===== config.mk =====
export PLATFORM = sky130hd
export DESIGN_NAME = seq_det_prog_flat
export DESIGN_NICKNAME = d
export VERILOG_FILES = /design/src/rtl/seq_det_prog_if.sv /design/src/rtl/seq_det_prog.sv /design/src/flat_wrapper.sv
export SDC_FILE = /design/constraint.sdc
export NUM_CORES = 1
export LEC_CHECK = 0
export ABC_AREA = 1
export CAP_MARGIN = 40
export CORE_MARGIN = 2
export CORE_UTILIZATION = 35
export CTS_CLUSTER_SIZE = 40
export DETAILED_ROUTE_END_ITERATION = 10
export SLEW_MARGIN = 20
export SYNTH_ARGS = -nofsm -noshare
export SYNTH_HDL_FRONTEND = slang
export SYNTH_SLANG_ARGS = --single-unit

===== constraint.sdc =====
create_clock -name i_clk -period 3.3 [get_ports i_clk]
set_clock_uncertainty 0.15 [all_clocks]
set_input_delay 0.495 -clock i_clk [delete_from_list [all_inputs] [get_ports i_clk]]
set_output_delay 0.495 -clock i_clk [all_outputs]
set_load 0.03 [all_outputs]

===== src/rtl/seq_det_prog_if.sv =====
// seq_det_prog_if: stream, pattern-load and status bundle of the
// programmable sequence detector.
// The master side (bit source / control) drives the i_* members and the
// slave side (the detector) drives the o_* members.
interface seq_det_prog_if #(
    parameter int MAX_LEN = 8,
    parameter int CNT_W   = 8
);
    localparam int LEN_W = $clog2(MAX_LEN + 1);

    logic               i_enable;
    logic               i_seq;
    logic               i_load;
    logic [MAX_LEN-1:0] i_pat;
    logic [LEN_W-1:0]   i_len;
    logic               i_overlap;
    logic               i_cnt_clr;
    logic               o_detect;
    logic               o_armed;
    logic [CNT_W-1:0]   o_det_cnt;

    modport master (
        output i_enable, i_seq, i_load, i_pat, i_len, i_overlap, i_cnt_clr,
        input  o_detect, o_armed, o_det_cnt
    );

    modport slave (
        input  i_enable, i_seq, i_load, i_pat, i_len, i_overlap, i_cnt_clr,
        output o_detect, o_armed, o_det_cnt
    );
endinterface


===== src/rtl/seq_det_prog.sv =====
// seq_det_prog: runtime-programmable Mealy sequence detector.
// A pattern of 1..MAX_LEN bits is loaded with a one-cycle strobe; i_pat[len-1]
// is the first bit expected on the stream and i_pat[0] the last. o_detect is
// combinational and rises in the same cycle as the completing bit.
// Optional feature macro: SEQ_DET_CNT_EN builds a saturating match counter
// behind o_det_cnt; without it o_det_cnt is tied to zero.
module seq_det_prog #(
    parameter int MAX_LEN = 8,
    parameter int CNT_W   = 8
) (
    input  logic         i_clk,
    input  logic         i_rst,
    seq_det_prog_if.slave bus
);
    localparam int LEN_W  = $clog2(MAX_LEN + 1);
    localparam int HIST_W = MAX_LEN - 1;
    localparam logic [LEN_W-1:0] MAX_LEN_V = LEN_W'(MAX_LEN);
    localparam logic [LEN_W-1:0] LEN_ONE   = LEN_W'(1);
    localparam logic [LEN_W-1:0] LEN_ZERO  = LEN_W'(0);

    typedef enum logic [1:0] {
        ST_IDLE = 2'd0,
        ST_FILL = 2'd1,
        ST_RUN  = 2'd2
    } state_e;

    // Clamp an incoming length to the largest supported pattern.
    function automatic logic [LEN_W-1:0] clamp_len(input logic [LEN_W-1:0] len);
        logic [LEN_W-1:0] res;
        if (len > MAX_LEN_V) begin
            res = MAX_LEN_V;
        end else begin
            res = len;
        end
        return res;
    endfunction

    // Bit mask selecting the low 'len' positions of a MAX_LEN-wide window.
    function automatic logic [MAX_LEN-1:0] len_mask(input logic [LEN_W-1:0] len);
        logic [MAX_LEN-1:0] m;
        m = {MAX_LEN{1'b0}};
        for (int i = 0; i < MAX_LEN; i++) begin
            m[i] = (LEN_W'(i) < len);
        end
        return m;
    endfunction

    // Pattern configuration latched by a load.
    logic [MAX_LEN-1:0] pat_q, pat_d;
    logic [LEN_W-1:0]   len_q, len_d;
    logic               ovl_q, ovl_d;
    logic               armed_q, armed_d;

    // Match progress: previous bits (hist[0] newest) and bits since restart.
    logic [HIST_W-1:0]  hist_q, hist_d;
    logic [LEN_W-1:0]   fill_q, fill_d;
    state_e             state_q, state_d;

    logic [MAX_LEN-1:0] window_s;
    logic [MAX_LEN-1:0] mask_s;
    logic               match_s;
    logic               detect_s;
    logic               accept_s;
    logic [LEN_W-1:0]   fill_inc_s;
    logic [LEN_W-1:0]   load_len_s;

    // Compare the newest len_r bits (history plus the current bit) against the pattern.
    always_comb begin
        window_s = {hist_q, bus.i_seq};
        mask_s   = len_mask(len_q);
        match_s  = (((window_s ^ pat_q) & mask_s) == {MAX_LEN{1'b0}});
        accept_s = bus.i_enable & ~bus.i_load;
        detect_s = accept_s & (state_q == ST_RUN) & match_s;
    end

    // Next-state logic: load takes priority, otherwise consume the qualified bit.
    always_comb begin
        pat_d      = pat_q;
        len_d      = len_q;
        ovl_d      = ovl_q;
        armed_d    = armed_q;
        hist_d     = hist_q;
        fill_d     = fill_q;
        state_d    = state_q;
        load_len_s = clamp_len(bus.i_len);
        if (fill_q == MAX_LEN_V) begin
            fill_inc_s = fill_q;
        end else begin
            fill_inc_s = fill_q + LEN_ONE;
        end

        if (bus.i_load) begin
            // The bit presented with the load is discarded.
            pat_d   = bus.i_pat;
            len_d   = load_len_s;
            ovl_d   = bus.i_overlap;
            armed_d = (load_len_s != LEN_ZERO);
            hist_d  = {HIST_W{1'b0}};
            fill_d  = LEN_ZERO;
            if (load_len_s == LEN_ZERO) begin
                state_d = ST_IDLE;
            end else if (load_len_s == LEN_ONE) begin
                state_d = ST_RUN;
            end else begin
                state_d = ST_FILL;
            end
        end else if (bus.i_enable) begin
            // Shift left, new bit enters at hist[0]; the oldest bit falls off.
            hist_d = HIST_W'({hist_q, bus.i_seq});
            case (state_q)
                ST_IDLE: begin
                    state_d = ST_IDLE;
                end
                ST_FILL: begin
                    fill_d = fill_inc_s;
                    if (fill_inc_s >= (len_q - LEN_ONE)) begin
                        state_d = ST_RUN;
                    end else begin
                        state_d = ST_FILL;
                    end
                end
                ST_RUN: begin
                    // Non-overlapping mode restarts collection after a hit;
                    // a one-bit pattern has nothing to refill.
                    if (detect_s && !ovl_q && (len_q != LEN_ONE)) begin
                        fill_d  = LEN_ZERO;
                        state_d = ST_FILL;
                    end else begin
                        fill_d  = fill_inc_s;
                        state_d = ST_RUN;
                    end
                end
                default: begin
                    fill_d  = LEN_ZERO;
                    state_d = ST_IDLE;
                end
            endcase
        end else begin
            // Stream stalled: everything holds.
            hist_d  = hist_q;
            fill_d  = fill_q;
            state_d = state_q;
        end
    end

    // Detector state register; reset drops configuration and progress at once.
    always_ff @(posedge i_clk or posedge i_rst) begin
        if (i_rst) begin
            pat_q   <= {MAX_LEN{1'b0}};
            len_q   <= LEN_ZERO;
            ovl_q   <= 1'b0;
            armed_q <= 1'b0;
            hist_q  <= {HIST_W{1'b0}};
            fill_q  <= LEN_ZERO;
            state_q <= ST_IDLE;
        end else begin
            pat_q   <= pat_d;
            len_q   <= len_d;
            ovl_q   <= ovl_d;
            armed_q <= armed_d;
            hist_q  <= hist_d;
            fill_q  <= fill_d;
            state_q <= state_d;
        end
    end

    assign bus.o_detect = detect_s;
    assign bus.o_armed  = armed_q;

`ifdef SEQ_DET_CNT_EN
    localparam logic [CNT_W-1:0] CNT_MAX = {CNT_W{1'b1}};

    logic [CNT_W-1:0] cnt_q, cnt_d;

    // Saturating match counter; a clear wins over a same-cycle detect.
    always_comb begin
        if (bus.i_cnt_clr) begin
            cnt_d = {CNT_W{1'b0}};
        end else if (detect_s && (cnt_q != CNT_MAX)) begin
            cnt_d = cnt_q + CNT_W'(1);
        end else begin
            cnt_d = cnt_q;
        end
    end

    // Match counter register.
    always_ff @(posedge i_clk or posedge i_rst) begin
        if (i_rst) begin
            cnt_q <= {CNT_W{1'b0}};
        end else begin
            cnt_q <= cnt_d;
        end
    end

    assign bus.o_det_cnt = cnt_q;
`else
    logic cnt_clr_unused_s;

    assign cnt_clr_unused_s = bus.i_cnt_clr;
    assign bus.o_det_cnt    = {CNT_W{1'b0}};
`endif

endmodule


===== src/flat_wrapper.sv =====
// flat-port wrapper written by rule: the top's interface ports become plain ports
module seq_det_prog_flat 
#(
    parameter int MAX_LEN = 8,
    parameter int CNT_W   = 8
)
  (i_clk, i_rst, bus_i_enable, bus_i_seq, bus_i_load, bus_i_pat, bus_i_len, bus_i_overlap, bus_i_cnt_clr, bus_o_detect, bus_o_armed, bus_o_det_cnt);
  seq_det_prog_if #(.MAX_LEN(MAX_LEN), .CNT_W(CNT_W)) bus_i ();
  input  logic i_clk;
  input  logic i_rst;
  input wire logic [$bits(bus_i.i_enable)-1:0] bus_i_enable;
  input wire logic [$bits(bus_i.i_seq)-1:0] bus_i_seq;
  input wire logic [$bits(bus_i.i_load)-1:0] bus_i_load;
  input wire logic [$bits(bus_i.i_pat)-1:0] bus_i_pat;
  input wire logic [$bits(bus_i.i_len)-1:0] bus_i_len;
  input wire logic [$bits(bus_i.i_overlap)-1:0] bus_i_overlap;
  input wire logic [$bits(bus_i.i_cnt_clr)-1:0] bus_i_cnt_clr;
  output wire logic [$bits(bus_i.o_detect)-1:0] bus_o_detect;
  output wire logic [$bits(bus_i.o_armed)-1:0] bus_o_armed;
  output wire logic [$bits(bus_i.o_det_cnt)-1:0] bus_o_det_cnt;
  assign bus_i.i_enable = bus_i_enable;
  assign bus_i.i_seq = bus_i_seq;
  assign bus_i.i_load = bus_i_load;
  assign bus_i.i_pat = bus_i_pat;
  assign bus_i.i_len = bus_i_len;
  assign bus_i.i_overlap = bus_i_overlap;
  assign bus_i.i_cnt_clr = bus_i_cnt_clr;
  assign bus_o_detect = bus_i.o_detect;
  assign bus_o_armed = bus_i.o_armed;
  assign bus_o_det_cnt = bus_i.o_det_cnt;
  seq_det_prog #(.MAX_LEN(MAX_LEN), .CNT_W(CNT_W)) u_core (.i_clk(i_clk), .i_rst(i_rst), .bus(bus_i));
endmodule

==> metrics, run 1 <==
port bufs=19; Buf/Inv on CP=2; die width=73.1 um; RR Endpoint=u_core.state_q[0]; Worst Setup End Kind=primary output; nets=268; via count=1333; Slowest cell on crit path=clkdlybuf4s50_1; type of the worst setup path=in -> out; Post-CTS Setup Inserts=0; crit path max fanout=8; first-pass GRT wire length=5760 um; total global-route track usage=13.9%; clk root buf=clkbuf_8; Leak=0.000987 uW; router iterations before antenna repair=4; post-synth design cell area=1670 sq um; Ys Warns=0; ordered list of cells on the worst path=clkdlybuf4s50_1 > nand2_4 > nor2_2 > nand3_2 > nor2_2 > and2_1 > buf_4; GR Util met1=20.3%; Crit path largest cell delay=0.58 ns; final RePlAce weighted congestion=0.799; final instance area=1950 sq um; Rel. slew slack=59.2%; Data arrival, critical path=1.81 ns; Yosys cell types=31; Routed WL per cell=11.3 um; Core Area=4660 sq um; clk sinks=27; outcome=finished clean; Row Count=25; VDD IR max=0.000145 V; area leader, netlist=dfrtp_1; min-delay src=u_core.pat_q[3]; Final Setup Violations=0; FF-to-FF path depth=12; utilization after layout=41.7%; hold path endpoint=u_core.pat_q[3]; Antenna diodes=0; Slew Limit Fails=0; H-tree lvl count=1; Post-DP HPWL=2540 um; Post-DP Area=1900 sq um; IO Pins=29; busiest grt layer=met2; syn_area_per_cell=7.81 sq um; largest net degree at the start of global routing=28; reg2reg start=u_core.fill_q[0]; critical path's top delay family=buffers and inverters; Initial Utilization=35.8%; Syn Inst Count=214; critical path's most frequent cell=nor2_2; flop2flop setup slack=1.17 ns; share of layout cells above drive strength 1=8.90%; hold path depth=2; Die Area=5340 sq um; Clock Tree Buf Depth=2; Die Ht=73.1 um; Hold Crit Class=reg -> reg; area growth from synthesis to layout=16.5%; most common cell after layout, fill and taps aside=nand2_1; fin crit share=74.4%; initial antenna violation count=0; vias in the first global route=1287; Hold Violations, Final=0; PwrDens=376 nW/um^2; Fin Setup TNS=0 ns; fin crit period=2.46 ns; met3 Use GR=1.80%; commonest non-fill, non-tap cells in the layout=nand2_1 (55), inv_1 (34), dfrtp_1 (27); Slew @ Worst Pin=0.611 ns; Seq cells post-synth=27; Filler cells=478; final wirelength=3270 um; antenna viol nets, final=0; CP Launch Type=primary input; clk_lat worst skew=0.28 ns; top cell type's share of synthesized area=40.4%; Max-cap violations=0; Req. time, crit path=2.65 ns; Synth area leaders=dfrtp_1 (40%), nand2_1 (12%), ha_1 (9.0%); # DRC=0; total grt overflow=0; TritonCTS clock tree=yes; Peak Freq=0.407 GHz; post_cts resized=0; Clock transition at path regs=0.09 ns; cts bufs inserted=3; 1st-iter DRT viols=43; DR vias/cell=4.60; Hold Buf Count CTS=0; GR Util met2=21.2%; sequential-to-total area share from yosys stat=40.4%; RSZ-0062 raised after global routing=false
[worst max path at each step]
stage	to	slack [ns]	cells after the start	start
after floorplan	bus_o_detect	1.33	7	u_core.len_q[0]
final	bus_o_detect	0.84	7	bus_i_enable
after global placement	bus_o_detect	0.82	7	bus_i_enable
after CTS	bus_o_detect	0.82	7	bus_i_enable
after global routing	bus_o_detect	0.76	7	bus_i_enable
after detailed placement	bus_o_detect	0.83	7	bus_i_enable
[cell type report]
type / count / area [sq um] / share of cell area (%)
timing repair buffer: 21 / 203 / 10.4
multi-input combinational: 145 / 805 / 41.4
tap: 54 / 67.6 / 3.47
sequential: 27 / 676 / 34.7
clock inverter: 1 / 5.00 / 0.257
clock buffer: 3 / 41.3 / 2.12
inverter: 39 / 149 / 7.65
[flip-flops by register name, indices dropped and copies added (netlist names)]
signal              count
u_core.hist_q           7
u_core.pat_q            8
u_core.ovl_q            1
u_core.len_q            4
u_core.fill_q           4
u_core.bus.o_armed      1
u_core.state_q          2
[cell families after synthesis]
kind of cell	count (synthesis)	share of synthesized area [%]
compound gates	27	9.66
xor+xnor	6	3.15
other cells	1	0.225
buf+inv	49	13.0
simple gates	92	24.6
fa+ha+maj	12	8.99
flops	27	40.4
[layer usage]
metal	wire [um]	vias up	share of wire, %
li1	-	702	-
met1	1650	603	51
met2	1460	24	45
met3	111	4	3.4
met4	45	0	1.4
met5	0	-	0
[where the power goes]
part	switching [uW]	leakage (uW)	internal (uW)	total, uW
Clock	108	0.0000255	84.8	193
Combinational	105	0.000615	68.7	173
Sequential	15.3	0.000346	350	365
[worst register-to-register path, delay by kind of cell, from the launching register on]
kind                     cells  cell delay, ns
adder cells (fa/ha/maj)      2            0.32
AND/OR/NAND/NOR              6            0.53
flip-flops                   1            0.45
buffers and inverters        1            0.08
XOR/XNOR                     1            0.22
AO/OA/AOI/OAI                2            0.32
[Yosys cell counts, drive strengths merged]
cell    number
nand2       58
inv         38
dfrtp       27
nand3       15
nor2        13
ha          12
o21ai       10
o22ai       10
buf          8
a21oi        5
xnor2        4
clkbuf       2
nand4        2
xor2         2
and2         1
clkinv       1
conb         1
nand3b       1
nor3         1
nor3b        1
o211ai       1
o32ai        1
[through the flow]
| step | hold slack [ns] | power, uW | setup WS, ns | std cells |
|---|---|---|---|---|
| 5_1_grt | 0.399 | 781 | 0.760 | 290 |
| 2_1_floorplan | 0.293 | 500 | 1.33 | 221 |
| 3_5_place_dp | 0.338 | 547 | 0.828 | 286 |
| 6_report | 0.358 | 732 | 0.845 | 290 |
| 4_1_cts | 0.362 | 742 | 0.820 | 290 |
| 3_3_place_gp | 0.332 | 544 | 0.824 | 286 |
Power figures use the tool's default switching activity.
==> run 2, diff against run 1 <==
Clock period 3.3 ns to 2.5 ns, I/O delays scaled along.
==> run 2 against run 1 <==
Against the previous run: first-iteration DRC count grew 26%; cell area is the same; largest cell class unchanged; worst setup slack lost 0.64 ns.
==> metrics, run 2 (synthesis results as in run 1) <==
outcome=finished clean; Rel. slew slack=58.9%; vias in the first global route=1295; Die Ht=73.1 um; final instance area=1950 sq um; Filler cells=476; first-pass GRT wire length=5890 um; Max-cap violations=0; IO Pins=29; initial antenna violation count=0; final wirelength=3270 um; Die Area=5340 sq um; utilization after layout=41.7%; crit path max fanout=5; fin crit period=2.29 ns; Hold Crit Class=in -> async; router iterations before antenna repair=4; Post-DP HPWL=2480 um; cts bufs inserted=3; Final Setup Violations=0; Antenna diodes=0; nets=268; fin crit share=91.7%; Slew Limit Fails=0; port bufs=19; H-tree lvl count=1; Final Non-Filler Cells=290; Peak Freq=0.436 GHz; Slew @ Worst Pin=0.615 ns; 1st-iter DRT viols=54; Row Count=25; CP Launch Type=register; Fin Setup TNS=0 ns; clk sinks=27; total grt overflow=0; share of layout cells above drive strength 1=8.90%; DR vias/cell=4.59; largest net degree at the start of global routing=28; Clock transition at path regs=0.10 ns; commonest non-fill, non-tap cells in the layout=nand2_1 (55), inv_1 (34), dfrtp_1 (27); biggest regs=u_core.pat_q: 8 flops, u_core.hist_q: 7 flops; # placed instances=286; total global-route track usage=14.1%; type of the worst setup path=reg -> out; PwrDens=500 nW/um^2; Hold Violations, Final=0; Hold Buf Count CTS=0; Total Power=972 uW; Routed WL per cell=11.3 um; Req. time, crit path=1.98 ns; Leak=0.000987 uW; via count=1330; clk root buf=clkbuf_8; post_cts resized=0; Clock Tree Buf Depth=2; TritonCTS clock tree=yes; Post-DP Area=1900 sq um; RSZ-0062 raised after global routing=false; VDD IR max=0.000214 V; antenna viol nets, final=0; Core Area=4660 sq um; final RePlAce weighted congestion=0.796; Post-CTS Setup Inserts=0; die width=73.1 um; Worst Setup End Kind=primary output; most common cell after layout, fill and taps aside=nand2_1; clk_lat worst skew=0.28 ns; # DRC=0; area growth from synthesis to layout=16.5%; largest reg by FF count=u_core.pat_q; max reg flops=8; Initial Utilization=35.8%; Data arrival, critical path=1.77 ns
==> run 2: cell type report <==
cell class                      count  area, sq um  share of cell area, %
Inverter                           39          149                   7.65
Tap cell                           54         67.6                   3.47
Sequential cell                    27          676                   34.7
Clock buffer                        3         41.3                   2.12
Multi-Input combinational cell    145          805                   41.4
Clock inverter                      1         5.00                  0.257
Timing Repair Buffer               21          203                   10.4
==> run 2: routing by layer <==
layer  up-vias  GRT usage [%]  share of wire, %
li1        706              -                 -
met1       602           20.2                51
met4         0           4.94               1.2
met5         -              0                 0
met2        18           21.6                45
met3         4           1.80               2.5
==> run 2: worst max-delay path: stages (launching register included) <==
cell	delay [ns]
dfrtp_1	0.40
inv_1	0.14
ha_1	0.26
nand3_1	0.11
nand2_1	0.08
nand2_1	0.05
o21ai_2	0.13
and2_1	0.16
buf_4	0.16
==> run 2: report_power, final <==
part	leakage (uW)	internal (uW)	switching, uW
logic	0.000615	90.8	138
registers	0.000346	462	19.6
clock network	0.0000255	112	150
==> run 2: path summary, 6_finish.rpt <==
path	start	to	slack, ns	cells after the start
setup reg to reg	u_core.fill_q[0]	u_core.state_q[0]	0.38	12
min in group i_clk	u_core.ovl_q	u_core.ovl_q	0.35	2
setup / recovery	u_core.len_q[1]	bus_o_detect	0.21	8
hold / removal	i_rst	u_core.fill_q[0]	0.29	3
hold reg to reg	u_core.ovl_q	u_core.ovl_q	0.35	2
max in group asynchronous	i_rst	u_core.pat_q[0]	1.64	3
==> run 2: metrics by stage <==
step / worst slack (ns) / hold slack, ns
global route: 0.0899 / 0.362
global placement: 0.271 / 0.330
CTS: 0.197 / 0.311
detailed placement: 0.268 / 0.330
finish: 0.209 / 0.290
floorplan: 0.621 / 0.278
